[config.mk]
export PLATFORM = sky130hd
export DESIGN_NAME = piezo_tone_driver
export DESIGN_NICKNAME = d
export VERILOG_FILES = /design/src/rtl/piezo_tone_driver.sv
export SDC_FILE = /design/constraint.sdc
export NUM_CORES = 1
export LEC_CHECK = 0
export BUFFER_PORTS_ARGS = -buffer_cell sky130_fd_sc_hd__clkbuf_2
export CAP_MARGIN = 20
export CORE_ASPECT_RATIO = 1.2
export CORE_MARGIN = 3
export CORE_UTILIZATION = 60
export CTS_CLUSTER_DIAMETER = 80
export DETAILED_ROUTE_END_ITERATION = 7
export PLACE_DENSITY = 0.77
export SYNTH_ARGS = -nofsm -noshare
export SYNTH_HDL_FRONTEND = slang
export SYNTH_SLANG_ARGS = --single-unit
[constraint.sdc]
create_clock -name clk -period 6.3 [get_ports clk]
set_clock_uncertainty 0.2 [all_clocks]
set_input_delay 1.26 -clock clk [delete_from_list [all_inputs] [get_ports clk]]
set_output_delay 1.26 -clock clk [all_outputs]
set_load 0.02 [all_outputs]
[src/rtl/piezo_tone_driver.sv]
// Piezo square-wave driver: plays the game's note code and overlays a
// double low "miss" buzz and a single high "next problem" chime.
module piezo_tone_driver #(
  parameter int SIM_SHIFT  = 0,
  parameter int EFFECT_CYC = 5000000
) (
  input  logic       clk,
  input  logic       reset,
  input  logic [3:0] note_in,
  input  logic       miss_in,
  input  logic       change_in,
  output logic       piezo_out,
  output logic       tone_active,
  output logic       effect_busy
);

  localparam logic [4:0] CODE_C5   = 5'd8;
  localparam logic [4:0] CODE_MISS = 5'd16;
  localparam int         ECW       = (EFFECT_CYC > 1) ? $clog2(EFFECT_CYC) : 1;

  typedef enum logic [2:0] {IDLE, MISS_ON1, MISS_GAP, MISS_ON2, CHIME} state_t;

  state_t          r_state;
  logic [ECW-1:0]  r_eff_cnt;
  logic            r_busy;
  logic [3:0]      r_note;
  logic [4:0]      r_prev_sel;
  logic [17:0]     r_half_cnt;
  logic            r_piezo;
  logic            r_tone;

  logic [4:0]      w_sel;
  logic            w_sel_tone;
  logic [17:0]     w_half;
  logic            w_seg_done;

  // Half-period in clk cycles at 50 MHz; silent codes return 0.
  function automatic logic [17:0] half_raw(input logic [4:0] code);
    logic [17:0] raw;
    case (code)
      5'd1:      raw = 18'd95556;
      5'd2:      raw = 18'd85131;
      5'd3:      raw = 18'd75843;
      5'd4:      raw = 18'd71586;
      5'd5:      raw = 18'd63776;
      5'd6:      raw = 18'd56818;
      5'd7:      raw = 18'd50619;
      5'd8:      raw = 18'd47778;
      CODE_MISS: raw = 18'd227273;
      default:   raw = 18'd0;
    endcase
    return raw;
  endfunction

  function automatic logic [17:0] half_used(input logic [4:0] code);
    logic [17:0] sh;
    sh = half_raw(code) >> SIM_SHIFT;
    return (sh < 18'd2) ? 18'd2 : sh;
  endfunction

  always_comb begin
    w_sel = 5'd0;
    case (r_state)
      IDLE:               w_sel = {1'b0, r_note};
      MISS_ON1, MISS_ON2: w_sel = CODE_MISS;
      CHIME:              w_sel = CODE_C5;
      default:            w_sel = 5'd0;
    endcase
  end

  assign w_sel_tone = (half_raw(w_sel) != 18'd0);
  assign w_half     = half_used(w_sel);
  assign w_seg_done = (r_eff_cnt == ECW'(EFFECT_CYC - 1));

  // Effect sequencer; a miss pulse always wins and restarts the buzz.
  always_ff @(posedge clk or posedge reset) begin
    if (reset) begin
      r_state   <= IDLE;
      r_eff_cnt <= '0;
      r_busy    <= 1'b0;
    end else if (miss_in) begin
      r_state   <= MISS_ON1;
      r_eff_cnt <= '0;
      r_busy    <= 1'b1;
    end else if (r_state == IDLE) begin
      if (change_in) begin
        r_state   <= CHIME;
        r_eff_cnt <= '0;
        r_busy    <= 1'b1;
      end
    end else if (w_seg_done) begin
      r_eff_cnt <= '0;
      case (r_state)
        MISS_ON1: r_state <= MISS_GAP;
        MISS_GAP: r_state <= MISS_ON2;
        default: begin
          r_state <= IDLE;
          r_busy  <= 1'b0;
        end
      endcase
    end else begin
      r_eff_cnt <= r_eff_cnt + ECW'(1);
    end
  end

  // Tone generator: any change of selected code restarts the phase low.
  always_ff @(posedge clk or posedge reset) begin
    if (reset) begin
      r_note     <= 4'd0;
      r_prev_sel <= 5'd0;
      r_half_cnt <= 18'd0;
      r_piezo    <= 1'b0;
      r_tone     <= 1'b0;
    end else begin
      r_note <= note_in;
      if (w_sel != r_prev_sel) begin
        r_prev_sel <= w_sel;
        r_half_cnt <= 18'd0;
        r_piezo    <= 1'b0;
        r_tone     <= w_sel_tone;
      end else if (!w_sel_tone) begin
        r_half_cnt <= 18'd0;
        r_piezo    <= 1'b0;
      end else if (r_half_cnt == w_half - 18'd1) begin
        r_half_cnt <= 18'd0;
        r_piezo    <= ~r_piezo;
      end else begin
        r_half_cnt <= r_half_cnt + 18'd1;
      end
    end
  end

  assign piezo_out   = r_piezo;
  assign tone_active = r_tone;
  assign effect_busy = r_busy;

endmodule
Word level (Yosys, flattened, before mapping)
Memory sizes are Yosys's and may differ from the RTL's.
Cells that the tools add are included.
{"block": "totals", "regBits": 56, "romBits": 1152, "output_inout_bits": 3, "n_memories": 2}
{"memory": "(name not given)", "depth": 32, "width": 18, "rd": 1, "rd_clocked_by_memory_dff": 0, "write_ports": 0, "line_no": "40", "rtl": "case (code)"}
{"memory": "(name not given)", "depth": 32, "width": 18, "rd": 1, "rd_clocked_by_memory_dff": 0, "write_ports": 0, "line_no": "40"}
{"block": "op_classes", "addsub": 3, "order_cmp": 1, "eq_ne": 10, "muxes": 22, "bitwise": 1, "n_reduce_logical": 7}
{"operator": "$mux W23", "n": 4}
{"operator": "$mux W18", "n": 4}
{"operator": "$add A23 B1 Y23 const B", "n": 1}
{"operator": "$eq A23 B23 Y1 const B", "n": 1}
{"operator": "$add A18 B1 Y18 const B", "n": 1}
{"operator": "$eq A18 B18 Y1", "n": 1}
{"operator": "$lt A18 B2 Y1 const B", "n": 1}
{"operator": "$reduce_bool A18 Y1", "n": 1}
{"operator": "$sub A18 B1 Y18 const B", "n": 1}
{"operator": "$pmux W5 S3", "n": 1}
{"operator": "$mux W3", "n": 4}
{"operator": "$mux W1", "n": 8}
{"operator": "$eq A3 B2 Y1 const B", "n": 2}
{"operator": "$ne A3 B1 Y1 const B", "n": 2}
{"operator": "$ne A5 B5 Y1", "n": 1}
{"operator": "$pmux W2 S2", "n": 1}
{"operator": "$reduce_or A2 Y1", "n": 2}
{"operator": "$eq A3 B1 Y1 const B", "n": 1}
{"operator": "$eq A3 B3 Y1 const B", "n": 1}
{"operator": "$logic_not A3 Y1", "n": 1}
{"operator": "$ne A3 B3 Y1 const B", "n": 1}
{"operator": "$reduce_and A3 Y1", "n": 1}
{"operator": "$reduce_bool A3 Y1", "n": 1}
{"operator": "$reduce_and A2 Y1", "n": 1}
{"operator": "$not A1 Y1", "n": 1}

Logic depth before layout (Yosys ltp)
An unclocked memory read counts as a cell.
{"block": "logic_depth", "word_depth": 11, "ltp_mapped": 22, "mapped_depth_nobuf": 18}

Worst setup path before layout
Ideal clock, no wire load.
{"block": "synth_path", "path_type": "register -> register", "from": "register r_state[2]", "to": "register r_half_cnt[10]", "setup_time_ns": 0.119, "arrival_time_ns": 4.516, "required_time_ns": 5.981, "setup_slack_ns": 1.465, "path_stages_with_launch": 22, "n_path_buf": 3, "synth_period_minus_slack_ns": 4.835, "cell_sequence": "dfrtp_1 clkbuf_1 nor3_1 nand2_1 inv_1 ha_1 nor4bb_1 a211oi_1 o21a_1 nor4_1 nand3_1 o21a_1 ha_1 nand2_1 o31a_1 or4bb_1 o211ai_1 o2111a_1 a21o_1 buf_6 buf_6 nor2_1"}
{"block": "synth_via", "elab_chain_cells": 11}
{"element": "start, declared", "line_no": "23", "rtl": "state_t r_state;"}
{"element": "start signal, assigned", "line_no": "78", "rtl": "r_state <= IDLE;"}
{"element": "start signal, assigned", "line_no": "82", "rtl": "r_state <= MISS_ON1;"}
{"element": "start signal, assigned", "line_no": "87", "rtl": "r_state <= CHIME;"}
{"element": "$eq A3 B1 Y1 or $eq A3 B2 Y1 (tied branches)", "line_no": "63", "rtl": "case (r_state)"}
{"element": "$reduce_or A2 Y1", "line_no": "63"}
{"element": "$pmux W5 S3 (*)", "line_no": "63"}
{"element": "via w_sel[0]", "line_no": "32", "rtl": "logic [4:0] w_sel;"}
{"element": "$mem_v2 Z32 W18"}
{"element": "$lt A18 B2 Y1", "line_no": "58", "rtl": "return (sh < 18'd2) ? 18'd2 : sh;"}
{"element": "$mux W18", "line_no": "58"}
{"element": "$sub A18 B1 Y18", "line_no": "124", "rtl": "end else if (r_half_cnt == w_half - 18'd1) begin"}
{"element": "$eq A18 B18 Y1", "line_no": "124"}
{"element": "$mux W18", "line_no": "124"}
{"element": "$mux W18", "line_no": "121", "rtl": "end else if (!w_sel_tone) begin"}
{"element": "$mux W18 (*)", "line_no": "116", "rtl": "if (w_sel != r_prev_sel) begin"}
{"element": "end signal, assigned", "line_no": "128", "rtl": "r_half_cnt <= r_half_cnt + 18'd1;"}
{"element": "end, declared", "line_no": "28", "rtl": "logic [17:0] r_half_cnt;"}
The timed path passes the listed nets; every way through them passes the cells marked *.
A chain may end at the register's enable or synchronous reset.

Worst setup path in the final report
{"block": "layout_path", "from": "register r_state[2]", "to": "register r_half_cnt[9]"}
The elaborated chain is that of the path after synthesis.

==> reports/summary.md <==
- **number of buffer cells added on primary ports** 10
- **residual antenna-violating net count after detailed routing** 0
- **Crit. End Element** flop
- **CP Cell Sequence** or3_1 > nor2_1 > inv_1 > ha_1 > inv_1 > o21ai_0 > and3_4 > nor3_1 > nand3_1 > o21a_1 > ha_1 > nand2_1 > o31a_1 > or4bb_1 > o211ai_1 > o2111a_1 > a21o_1 > nor2_1
- **first-pass GRT wire length** 15600 um
- **placer congestion estimate** 0.944
- **Fillers** 543
- **post-cts resize count** 0
- **Achievable Freq** 180 MHz
- **category of the worst setup path launch point** flop
- **H-tree depth** 2
- **die outline area** 7420 sq um
- **share of final-layout standard cells stronger than drive strength 1** 8.87%
- **Hold Vio Cnt, Final** 0
- **HPWL after detailed placement** 6570 um
- **setup repair after global routing missed its margin** no
- **synthesized instance count** 458
- **detailed-routing iteration count for the pre-antenna-repair pass** 5
- **placement row count** 31
- **beginning of the worst register-to-register path** r_state[2]
- **total inserted antenna cells** 0
- **share of the clock period used by the worst path after layout** 88.2%
- **Critical Path Max Stage Delay** 0.62 ns
- **number of nets in the synthesized netlist** 475
- **number of buffers inserted by post-CTS setup repair** 0
- **Primary FF master, synth** sky130_fd_sc_hd__dfrtp_1
- **via total after detailed routing** 3429
- **leakage dissipation** 1.71 nW
- **Final setup viols** 0
- **total negative slack** 0 ns
- **Sinks on Clock Net** 56
- **global-route usage over all layers** 26.4%
- **kind of critical path** flop to flop
- **CTS root buffer** sky130_fd_sc_hd__clkbuf_8
- **hold crit path type** flop to flop
- **Pins Over Slew Limit** 0
- **synth warn** 0
- **Worst Hold Path EP** r_eff_cnt[5]
- **layout-stage area growth over the synthesis result** 4.71%
- **cts hold-fix bufs** 0
- **Post-Syn Area per Cell** 8.41 sq um
- **slew at the pin closest to its max-slew limit** 0.833 ns
- **largest area contributor in the synthesized netlist** sky130_fd_sc_hd__dfrtp_1
- **Max IR drop VDD** 0.000181 V
- **number of flops mapped to enable cells by yosys** 0
- **status** complete, no violations
- **post-synthesis sequential area ratio** 36.4%
- **Critical R2R Capture** r_half_cnt[9]
- **nets** 478
- **Routed WL** 9030 um
- **most common library cell in the layout ignoring fill and taps** sky130_fd_sc_hd__nor2_1
- **detail-routed net length per standard cell** 16.6 um
- **clock transition at the register clock pins on the worst setup and hold paths after CTS** 0.10 ns
- **effective utilization at floorplan** 62.9%
- **post-layout power** 1.58 mW
- **DR DRC count** 0
- **area share of the largest cell type after synthesis** 36.4%
- **r2r worst-path depth** 18
- **insertion delay to the later sink of the worst-skew pair** 0.32 ns
- **die boundary height** 93.8 um
- **total of max-cap violations** 0
- **TritonCTS clock tree** done
- **width of the die** 79.1 um
- **Starting DRT DRC Count** 326
- **final global-route overflow total** 0
- **post-route minimum period** 5.56 ns
- **required arrival time at the worst endpoint** 6.28 ns
- **post-synth cell types** 61
- **area taken by flip-flops and latches** 1400 sq um
- **placeable core region** 6130 sq um
- **most area-consuming cells after synthesis** sky130_fd_sc_hd__dfrtp_1 36%, sky130_fd_sc_hd__nor2_1 5.7%, sky130_fd_sc_hd__xnor2_1 5.2%
- **worst-path cell with the longest stage delay** sky130_fd_sc_hd__dfrtp_1
- **vias in the first global route** 3334
- **post-synthesis sequential element count** 56
- **max_slew headroom** 44.1%
- **highest net fanout along the worst path** 21
- **reg-to-reg slack, setup** 0.74 ns
- **final cell area excluding filler cells** 4030 sq um
- **DR vias/cell** 6.30
- **WHS Path Cells** 1
- **startpoint of the most critical hold path** r_eff_cnt[5]
- **buffers from clock root to sink, at most** 2
- **clock buffer count from CTS** 5
- **power per cell area** 391 nW/um^2
- **pin count of the biggest net entering global routing** 57
- **netlist area before placement** 3850 sq um
- **footprint of the multi-input gates** 2270 sq um
- **cell area after placement** 3940 sq um
- **number of antenna violations at the first check in global routing** 0
- **Synth async-reset ratio** 100%
- **number of top-level pins** 11
- **Data arrival, critical path** 5.53 ns
- **most used cells in the layout excluding fill and tap cells** 59 x sky130_fd_sc_hd__nor2_1, 56 x sky130_fd_sc_hd__dfrtp_1, 47 x sky130_fd_sc_hd__nand2_1, 27 x sky130_fd_sc_hd__o21ai_0
[worst max-delay path by stage]
| stage | to | startpoint | slack (ns) | cells after the start |
|---|---|---|---|---|
| floorplan | r_half_cnt[10] | r_state[2] | 1.47 | 21 |
| global placement | r_half_cnt[2] | r_state[2] | 0.99 | 20 |
| detailed placement | r_half_cnt[9] | r_state[2] | 0.91 | 20 |
| CTS | r_half_cnt[9] | r_state[2] | 0.88 | 18 |
| global route | r_half_cnt[9] | r_state[2] | 0.36 | 18 |
| finish | r_half_cnt[9] | r_state[2] | 0.74 | 18 |
[critical path: cells and delay by family (launching register included)]
family | cells | cell delay, ns
and+or+nand+nor | 8 | 2.41
AOI/OAI and AO/OA | 6 | 1.30
DFF | 1 | 0.62
adders and majority gates | 2 | 0.52
buffers and inverters | 2 | 0.36
[layer usage]
| layer | vias up | GRT usage (%) | share of wire, % | wire, um |
|---|---|---|---|---|
| li1 | 1635 | - | - | - |
| met1 | 1629 | 33.9 | 43 | 3920 |
| met2 | 132 | 43.8 | 48 | 4330 |
| met3 | 33 | 3.26 | 4.1 | 374 |
| met4 | 0 | 12.8 | 4.5 | 405 |
| met5 | - | 0 | 0 | 0 |
[flip-flops by register name (all words and copies together), names as in the netlist]
| signal | cells |
|---|---|
| r_prev_sel | 5 |
| tone_active | 1 |
| r_half_cnt | 18 |
| r_note | 4 |
| effect_busy | 1 |
| r_state | 3 |
| r_eff_cnt | 23 |
| piezo_out | 1 |
[final cells by class]
| type | instances | area share (%) |
|---|---|---|
| Multi-Input combinational cell | 365 | 56.4 |
| Sequential cell | 56 | 34.7 |
| Tap cell | 82 | 2.54 |
| Timing Repair Buffer | 15 | 2.17 |
| Inverter | 18 | 1.80 |
| Clock buffer | 5 | 1.71 |
| Clock inverter | 3 | 0.651 |
[synth_stat cells (9+ instances only)]
cell and instances:
sky130_fd_sc_hd__a21oi_1 17, sky130_fd_sc_hd__and3_1 16, sky130_fd_sc_hd__clkbuf_1 13, sky130_fd_sc_hd__dfrtp_1 56, sky130_fd_sc_hd__ha_1 9, sky130_fd_sc_hd__inv_1 17
sky130_fd_sc_hd__nand2_1 47, sky130_fd_sc_hd__nand3_1 22, sky130_fd_sc_hd__nor2_1 59, sky130_fd_sc_hd__nor3_1 15, sky130_fd_sc_hd__o21ai_0 27, sky130_fd_sc_hd__xnor2_1 23
sky130_fd_sc_hd__xor2_1 23
[metrics by stage]
stage | hold slack (ns) | std cells | setup slack, ns | utilization [%]
6_report | 0.306 | 544 | 0.743 | 65.8
5_1_grt | 0.345 | 544 | 0.357 | 65.8
4_1_cts | 0.304 | 544 | 0.880 | 65.8
3_5_place_dp | 0.289 | 536 | 0.906 | 64.3
3_3_place_gp | 0.267 | 536 | 0.995 | 64.3
2_1_floorplan | 0.243 | 458 | 1.47 | -
[kinds of logic after synthesis]
family	share of synthesized area, %
simple gates	27.4
xor+xnor	10.5
buf+inv	4.58
mux	1.92
flops	36.4
compound gates	16.4
fa+ha+maj	2.92
[power breakdown]
| group | switching (mW) | internal [mW] | leakage (nW) | total, mW |
|---|---|---|---|---|
| logic | 0.566 | 0.356 | 0.911 | 0.921 |
| clock network | 0.127 | 0.0812 | 0.0423 | 0.208 |
| registers | 0.0577 | 0.392 | 0.753 | 0.450 |
| total | 0.750 | 0.829 | 1.71 | 1.58 |
No activity file was read; power rests on OpenSTA's default activity.
